### config.mk
export PLATFORM = sky130hd
export DESIGN_NAME = rf_write_arbiter
export DESIGN_NICKNAME = d
export VERILOG_FILES = /design/src/rtl/rf_write_arbiter.sv
export SDC_FILE = /design/constraint.sdc
export NUM_CORES = 1
export LEC_CHECK = 0
export ABC_AREA = 1
export ABC_CLOCK_PERIOD_IN_PS = 1850
export CAP_MARGIN = 20
export CELL_PAD_IN_SITES_DETAIL_PLACEMENT = 2
export CELL_PAD_IN_SITES_GLOBAL_PLACEMENT = 2
export CORE_ASPECT_RATIO = 1.2
export CORE_MARGIN = 2
export CORE_UTILIZATION = 23
export CTS_CLUSTER_DIAMETER = 100
export CTS_CLUSTER_SIZE = 20
export DETAILED_ROUTE_END_ITERATION = 8
export PLACE_DENSITY = 0.81
export RECOVER_POWER = 50
export SLEW_MARGIN = 20
export SYNTH_ARGS = -nofsm -noshare
export SYNTH_HDL_FRONTEND = slang
export SYNTH_SLANG_ARGS = --single-unit
### constraint.sdc
create_clock -name clk -period 1.85 [get_ports clk]
set_input_delay 0.185 -clock clk [delete_from_list [all_inputs] [get_ports clk]]
set_output_delay 0.185 -clock clk [all_outputs]
set_load 0.02 [all_outputs]
### src/rtl/rf_write_arbiter.sv
// Register-file write-port arbiter: writeback (port A) has priority,
// multiply/divide results (port B) queue in a FIFO with a starvation guard.
module rf_write_arbiter #(
  parameter int DEPTH        = 2,
  parameter int STARVE_LIMIT = 4
) (
  input  logic        clk,
  input  logic        reset,
  input  logic        i_wb_write,
  input  logic [4:0]  i_wb_register,
  input  logic [31:0] i_wb_data,
  output logic        o_wb_stall,
  input  logic        i_mc_valid,
  input  logic [4:0]  i_mc_register,
  input  logic [31:0] i_mc_data,
  output logic        o_mc_ready,
  output logic        o_reg_write,
  output logic [4:0]  o_write_register,
  output logic [31:0] o_write_data,
  output logic [31:0] o_pending_mask
);

  localparam int PW = $clog2(DEPTH);
  localparam int CW = PW + 1;
  localparam int AW = $clog2(STARVE_LIMIT + 1);

  logic [4:0]       reg_q  [DEPTH];
  logic [31:0]      data_q [DEPTH];
  logic [DEPTH-1:0] vld_q;
  logic [PW-1:0]    rd_ptr_q;
  logic [PW-1:0]    wr_ptr_q;
  logic [CW-1:0]    count_q;
  logic [AW-1:0]    age_q;
  logic             stall_q;

  logic empty;
  logic full;
  logic push;
  logic pop;
  logic wb_grant;
  logic blocked;

  assign empty = (count_q == '0);
  assign full  = (count_q == CW'(DEPTH));

  assign o_mc_ready = !reset && !full;
  assign o_wb_stall = stall_q;

  // Register-0 results are accepted but dropped here.
  assign push = i_mc_valid && o_mc_ready && (i_mc_register != 5'd0);

  // Any port A request (even to r0) blocks the head unless stalled.
  assign pop      = !empty && (stall_q || !i_wb_write);
  assign wb_grant = !reset && !stall_q && i_wb_write
                    && (i_wb_register != 5'd0);
  assign blocked  = !empty && !pop;

  always_comb begin
    o_reg_write      = pop || wb_grant;
    o_write_register = i_wb_register;
    o_write_data     = i_wb_data;
    if (pop) begin
      o_write_register = reg_q[rd_ptr_q];
      o_write_data     = data_q[rd_ptr_q];
    end
  end

  always_comb begin
    o_pending_mask = '0;
    for (int i = 0; i < DEPTH; i++) begin
      if (vld_q[i]) o_pending_mask[reg_q[i]] = 1'b1;
    end
    o_pending_mask[0] = 1'b0;
  end

  always_ff @(posedge clk) begin
    if (push) begin
      reg_q[wr_ptr_q]  <= i_mc_register;
      data_q[wr_ptr_q] <= i_mc_data;
    end
  end

  always_ff @(posedge clk or posedge reset) begin
    if (reset) begin
      vld_q    <= '0;
      rd_ptr_q <= '0;
      wr_ptr_q <= '0;
      count_q  <= '0;
      age_q    <= '0;
      stall_q  <= 1'b0;
    end else begin
      if (pop) begin
        vld_q[rd_ptr_q] <= 1'b0;
        rd_ptr_q        <= rd_ptr_q + 1'b1;
      end
      if (push) begin
        vld_q[wr_ptr_q] <= 1'b1;
        wr_ptr_q        <= wr_ptr_q + 1'b1;
      end
      count_q <= count_q + CW'(push) - CW'(pop);
      if (!blocked) age_q <= '0;
      else          age_q <= age_q + 1'b1;
      stall_q <= blocked && !stall_q
                 && (age_q == AW'(STARVE_LIMIT - 1));
    end
  end

endmodule
==> Word-level counts from Yosys, hierarchy flattened <==
Memory sizes are Yosys's and may differ from the RTL's.
Cells that the tools add are included.
Widths: inputs -> output; s select.
{ "totals": {"register_bits": 10, "mem_bits_rw": 74, "inputBits": 78, "output_inout_bits": 72, "elab_cells": 69, "mem_count": 2} }
{ "classes": {"n_addsub": 5, "n_lt_le_gt_ge": 8, "n_eq_ne": 2, "mux": 17, "bitwise_logic": 4, "n_reduce_logical": 25} }
{ "mem_list": {"columns": ["name", "words", "word_bits", "rd", "rd_ports_with_merged_regs", "wr", "line_no", "source"], "rows": [
  ["data_q", 2, 32, 1, 0, 1, "28", "logic [31:0] data_q [DEPTH];"],
  ["reg_q", 2, 5, 3, 0, 1, "27", "logic [4:0] reg_q [DEPTH];"]
]} }
{ "op_table": {"columns": ["cell", "count"], "rows": [
  ["$mux 32", 3],
  ["$or 32x32->32", 1],
  ["$logic_and 1x1->1", 14],
  ["$lt 5x6->1 const B", 2],
  ["$demux 1 s5", 2],
  ["$ge 5x1->1 const B", 2],
  ["$reduce_bool 5->1", 2],
  ["$logic_not 1->1", 6],
  ["$mux 1", 6],
  ["$mux 5", 1],
  ["$lt 1x2->1 const B", 2],
  ["$mux 2", 2],
  ["$add 3x1->3 const B", 1],
  ["$eq 3x2->1 const B", 1],
  ["$mux 3", 1],
  ["$add 1x1->1 const B", 2],
  ["$add 2x1->2", 1],
  ["$and 2x2->2", 1],
  ["$demux 1 s1", 2],
  ["$eq 2x2->1 const B", 1],
  ["$ge 1x1->1 const B", 2],
  ["$logic_not 2->1", 1],
  ["$logic_or 1x1->1", 2],
  ["$not 2->2", 1],
  ["other kinds (2)", 2]
]} }

==> Longest topological paths before layout <==
{ "depth": {"ltp_word": 9, "ltp_mapped": 11, "mapped_depth_nobuf": 10} }

==> Least setup slack after synthesis <==
OpenSTA, ideal clock, no wires.
{ "synth_path": {"path_kind": "reg-to-reg", "start": "register count_q[0]", "end": "memory data_q[0][0] (enable)", "setup_time_ps": 392, "arrival_ps": 1495, "required_time_ps": 1458, "slack_ps": -37, "stages_incl_launch_ff": 7, "path_buffers": 0, "synth_period_minus_slack_ps": 1887, "cell_sequence": "dfrtp_1 > inv_2 > nand2_1 > nand2_1 > nor2_1 > nand3_1 > inv_1"} }
{ "synth_between": {"elab_chain_len": 7} }
{ "synth_rtl": {"columns": ["item", "line_no", "source"], "rows": [
  ["start: declaration", "32", "logic [CW-1:0] count_q;"],
  ["start signal: assignment", "100", "count_q <= count_q + CW'(push) - CW'(pop);"],
  ["$eq 2x2->1", "44", "assign full = (count_q == CW'(DEPTH));"],
  ["$logic_not 1->1", "46", "assign o_mc_ready = !reset && !full;"],
  ["$logic_and 1x1->1", "46", null],
  ["$logic_and 1x1->1 (2 in a row)", "50", "assign push = i_mc_valid && o_mc_ready && (i_mc_register != 5'd0);"],
  ["$mux 1", "77", "if (push) begin"],
  ["$mux 1 (implied by the code)", "79", "data_q[wr_ptr_q] <= i_mc_data;"],
  ["end: declaration", "28", null]
]} }
Every way passes these cells.

==> Worst setup path after layout <==
{ "layout_path": {"start": "register count_q[0]", "end": "register count_q[1]"} }
{ "layout_between": {"elab_chain_len": 7, "elab_cells_between_ends": 10, "classes_between": "add/sub (2); eq/ne (1); reduce/logical (7)"} }
{ "layout_rtl": {"columns": ["item", "line_no"], "rows": [
  ["$eq 2x2->1", "44"],
  ["$logic_not 1->1", "46"],
  ["$logic_and 1x1->1", "46"],
  ["$logic_and 1x1->1 (2 in a row)", "50"],
  ["$add 2x1->2", "100"],
  ["$sub 2x1->2 (*)", "100"]
]} }
Every way passes the cells marked *; elsewhere a longest branch is shown, timed or not.
A chain may end at the register's enable or synchronous reset.

==> flow_summary.toml <==
[outcome]
outcome = "finished with violations"
violations = "setup timing"

[floorplanning]
die_area_um2 = 19400
ios = 150
die-width_um = 128
die_y_um = 152
start_util_pct = 23.3
num_rows = 54
core_area_um2 = 18100

[routing]
dr.pass1.iters = 4
drc_errors = 0
drtAntennaViolNets = 0
via_per_inst = 4.47
drt_iter0_drc = 88
vias = 4042
avgRoutedWirePerCell_um = 17.9
finalWirelength_um = 16200

[pwr]
peakVddDrop_mv = 0.441
powerDensity_nw_per_um2 = 1220
p_leak_nw = 2.98
finalPower_mw = 8.37

[clocking]
clockBufferDepth = 2
cts_made_buffers = 9
clk_latency_ps = 330
cts_tree = "done"
ctsRootBufferMaster = "clkbuf_16"
htreeDepth = 3
clkTransAtPathRegs_ps = 60
clock_sinks = 84
cts-hold-fix-buffers = 0

[synthesis]
yosysWarningCount = 0
synth-seq-area-share_pct = 58.6
synth_top_flop_cell = "edfxtp_1"
synth-seq-cells = 84
synth_top_area_share_pct = 52.7
synth_top_cell_by_area = "edfxtp_1"
netlist_area_um2 = 4220
synth_cell_types = 24
synth_fp_nets = 549
synth_commonest_cells = "nand2_1 (186), edfxtp_1 (74), inv_1 (52), o21ai_1 (46), o21ai_0 (25)"
synth_most_common_cell = "nand2_1"
synth_edf_count = 74
synthTopCellsByArea = "edfxtp_1 (53%), nand2_1 (17%), dfrtp_1 (5.9%)"
syn_avg_cell_area_um2 = 9.03
synth_cells = 467
async_flop_share_pct = 11.9

[finish]
syn_to_final_growth_pct = 62.7
drive_gt1_share_pct = 29.6
ff_latch_area_um2 = 2470
n_fill_cell = 1996
finalNetCount = 757
multiInputGateArea_um2 = 1570
antenna_cells = 0

[timing]
post-route-period-util_pct = 102
finalSetupTns_ps = -39.0
finClkSkew_ps = 8.80
slew_violations = 0
setup_slack_ps = -39.0
whs_ps = 188
rsz0062_at_grt = "yes"
final.min_clock_period_ps = 1890
hold_violations = 0
setup_violations = 1
max_freq_mhz = 529

[flow_run]
maxCapViolCount = 0

[critical_path]
timing.critical_path.from = "count_q[0]"
timing.rr.start = "count_q[0]"
path_cells = "inv_2 > buf_4 > nand2_1 > nand2_1 > nor2_2 > nand2_2 > ha_4 > inv_2 > ha_2 > xnor2_2 > xor2_1"
cpMaxStageDelayCell = "dfrtp_1"
max_stage_delay_ps = 380
crit_arrival_ps = 2100
critPathLaunchType = "flop"
worstPathRequired_ps = 2060
critPathCaptureType = "flop"
crit_fanout = 2
r2r-end = "count_q[1]"
timing.reg2reg.setup_slack_ps = -40
rr_worst_depth = 11
critPathCapture = "count_q[1]"
critPathKind = "flop to flop"

[global_routing]
overflow = 0
first_global_vias = 4579
grt_util_all_layers_pct = 15.8
antenna_found_initial = 0
grt_pass1_wl_um = 24000
grt_max_degree = 46

[place]
gp_congestion = 0.817
place_hpwl_um = 11500
port_buffers = 148

[min_path]
hp-class = "input pin to asynchronous set/reset pin"
worst max-delay path, delay by kind of cell (launching register included):
| family | cells | cell delay (ps) |
|---|---|---|
| DFF | 1 | 380 |
| and+or+nand+nor | 4 | 410 |
| xor gates and xnor gates | 2 | 300 |
| buffers and inverters | 3 | 230 |
| adders and majority gates | 2 | 450 |
cell type report:
| cell class | count | area share [%] |
|---|---|---|
| repair buffers | 213 | 28.9 |
| flip-flops and latches | 84 | 36.1 |
| inverters | 61 | 3.56 |
| multi-input cells | 306 | 22.9 |
| well taps | 224 | 4.09 |
| clock buffers | 10 | 3.34 |
| clock inverters | 6 | 1.15 |
worst min-delay path by stage:
stage,start,depth (start not counted),end
after CTS,reset,3,count_q[1]
after floorplan,reset,1,age_q[0]
after global routing,reset,3,count_q[1]
after global placement,age_q[0],1,age_q[0]
after detailed placement,age_q[0],1,age_q[0]
final,reset,3,count_q[1]
cells by family (layout without fill, tap and decap cells):
family                     count (synthesis)  after routing  synth area share (%)
other                                      1              1                0.0889
xor gates and xnor gates                   2              2                 0.416
adders and majority gates                  4              4                  1.19
and+or+nand+nor                          228            228                  23.6
buffers and inverters                     77            290                  7.69
AOI/OAI and AO/OA                         71             71                  8.43
DFF                                       84             84                  58.6
cells in the final DEF, fill, tap and decap left out, types with 2 or more instances in the layout:
master,instances
buf_12,11
buf_2,34
buf_4,65
buf_6,14
bufinv_16,2
clkbuf_16,14
clkbuf_2,4
clkdlybuf4s50_1,78
clkinv_2,3
clkinvlp_4,2
dfrtp_1,8
dfrtp_2,2
edfxtp_1,74
ha_1,2
inv_1,48
inv_2,10
nand2_1,174
nand2_2,13
nand3_1,10
nand3_2,5
nand3b_1,2
nor2_1,7
nor2_2,2
nor3_2,2
nor3_4,10
o21ai_0,13
o21ai_1,57
state kept, by name, summed over array words and instances, names as in the netlist:
name / flops
rd_ptr_q: 1
count_q: 2
o_wb_stall: 1
reg_q: 10
wr_ptr_q: 1
age_q: 3
data_q: 64
vld_q: 2
routing by layer:
metal	up-vias	wire length [µm]	part of all wire, %	global-route usage (%)
met5	-	0	0	0
met4	0	324	2.0	4.92
met3	20	613	3.8	2.70
met2	112	9470	59	32.1
met1	1980	5760	36	15.7
li1	1930	-	-	-
power by group:
part	switching, mW	internal, mW
registers	0.173	2.38
logic	2.25	1.69
clock network	0.702	1.17
metrics by stage:
| step | area [µm²] | util (%) | setup slack (ps) | instances |
|---|---|---|---|---|
| final | 6860 | 37.9 | -39.0 | 904 |
| after global routing | 6860 | 37.9 | -188 | 904 |
| after CTS | 6520 | 36.0 | -70.8 | 886 |
| after detailed placement | 6280 | 34.7 | -433 | 862 |
| after global placement | 6280 | 34.7 | -314 | 862 |
| after floorplan | 4220 | - | 20.5 | 467 |
timing repair:
item                       4_1_cts  5_1_grt
buffers inserted                 8       13
gates resized for setup        279      104
setup endpoints to repair       70       56
pin swaps                        2       15
cloned                           0        5
Note: power is estimated with default switching activity, not from simulation.
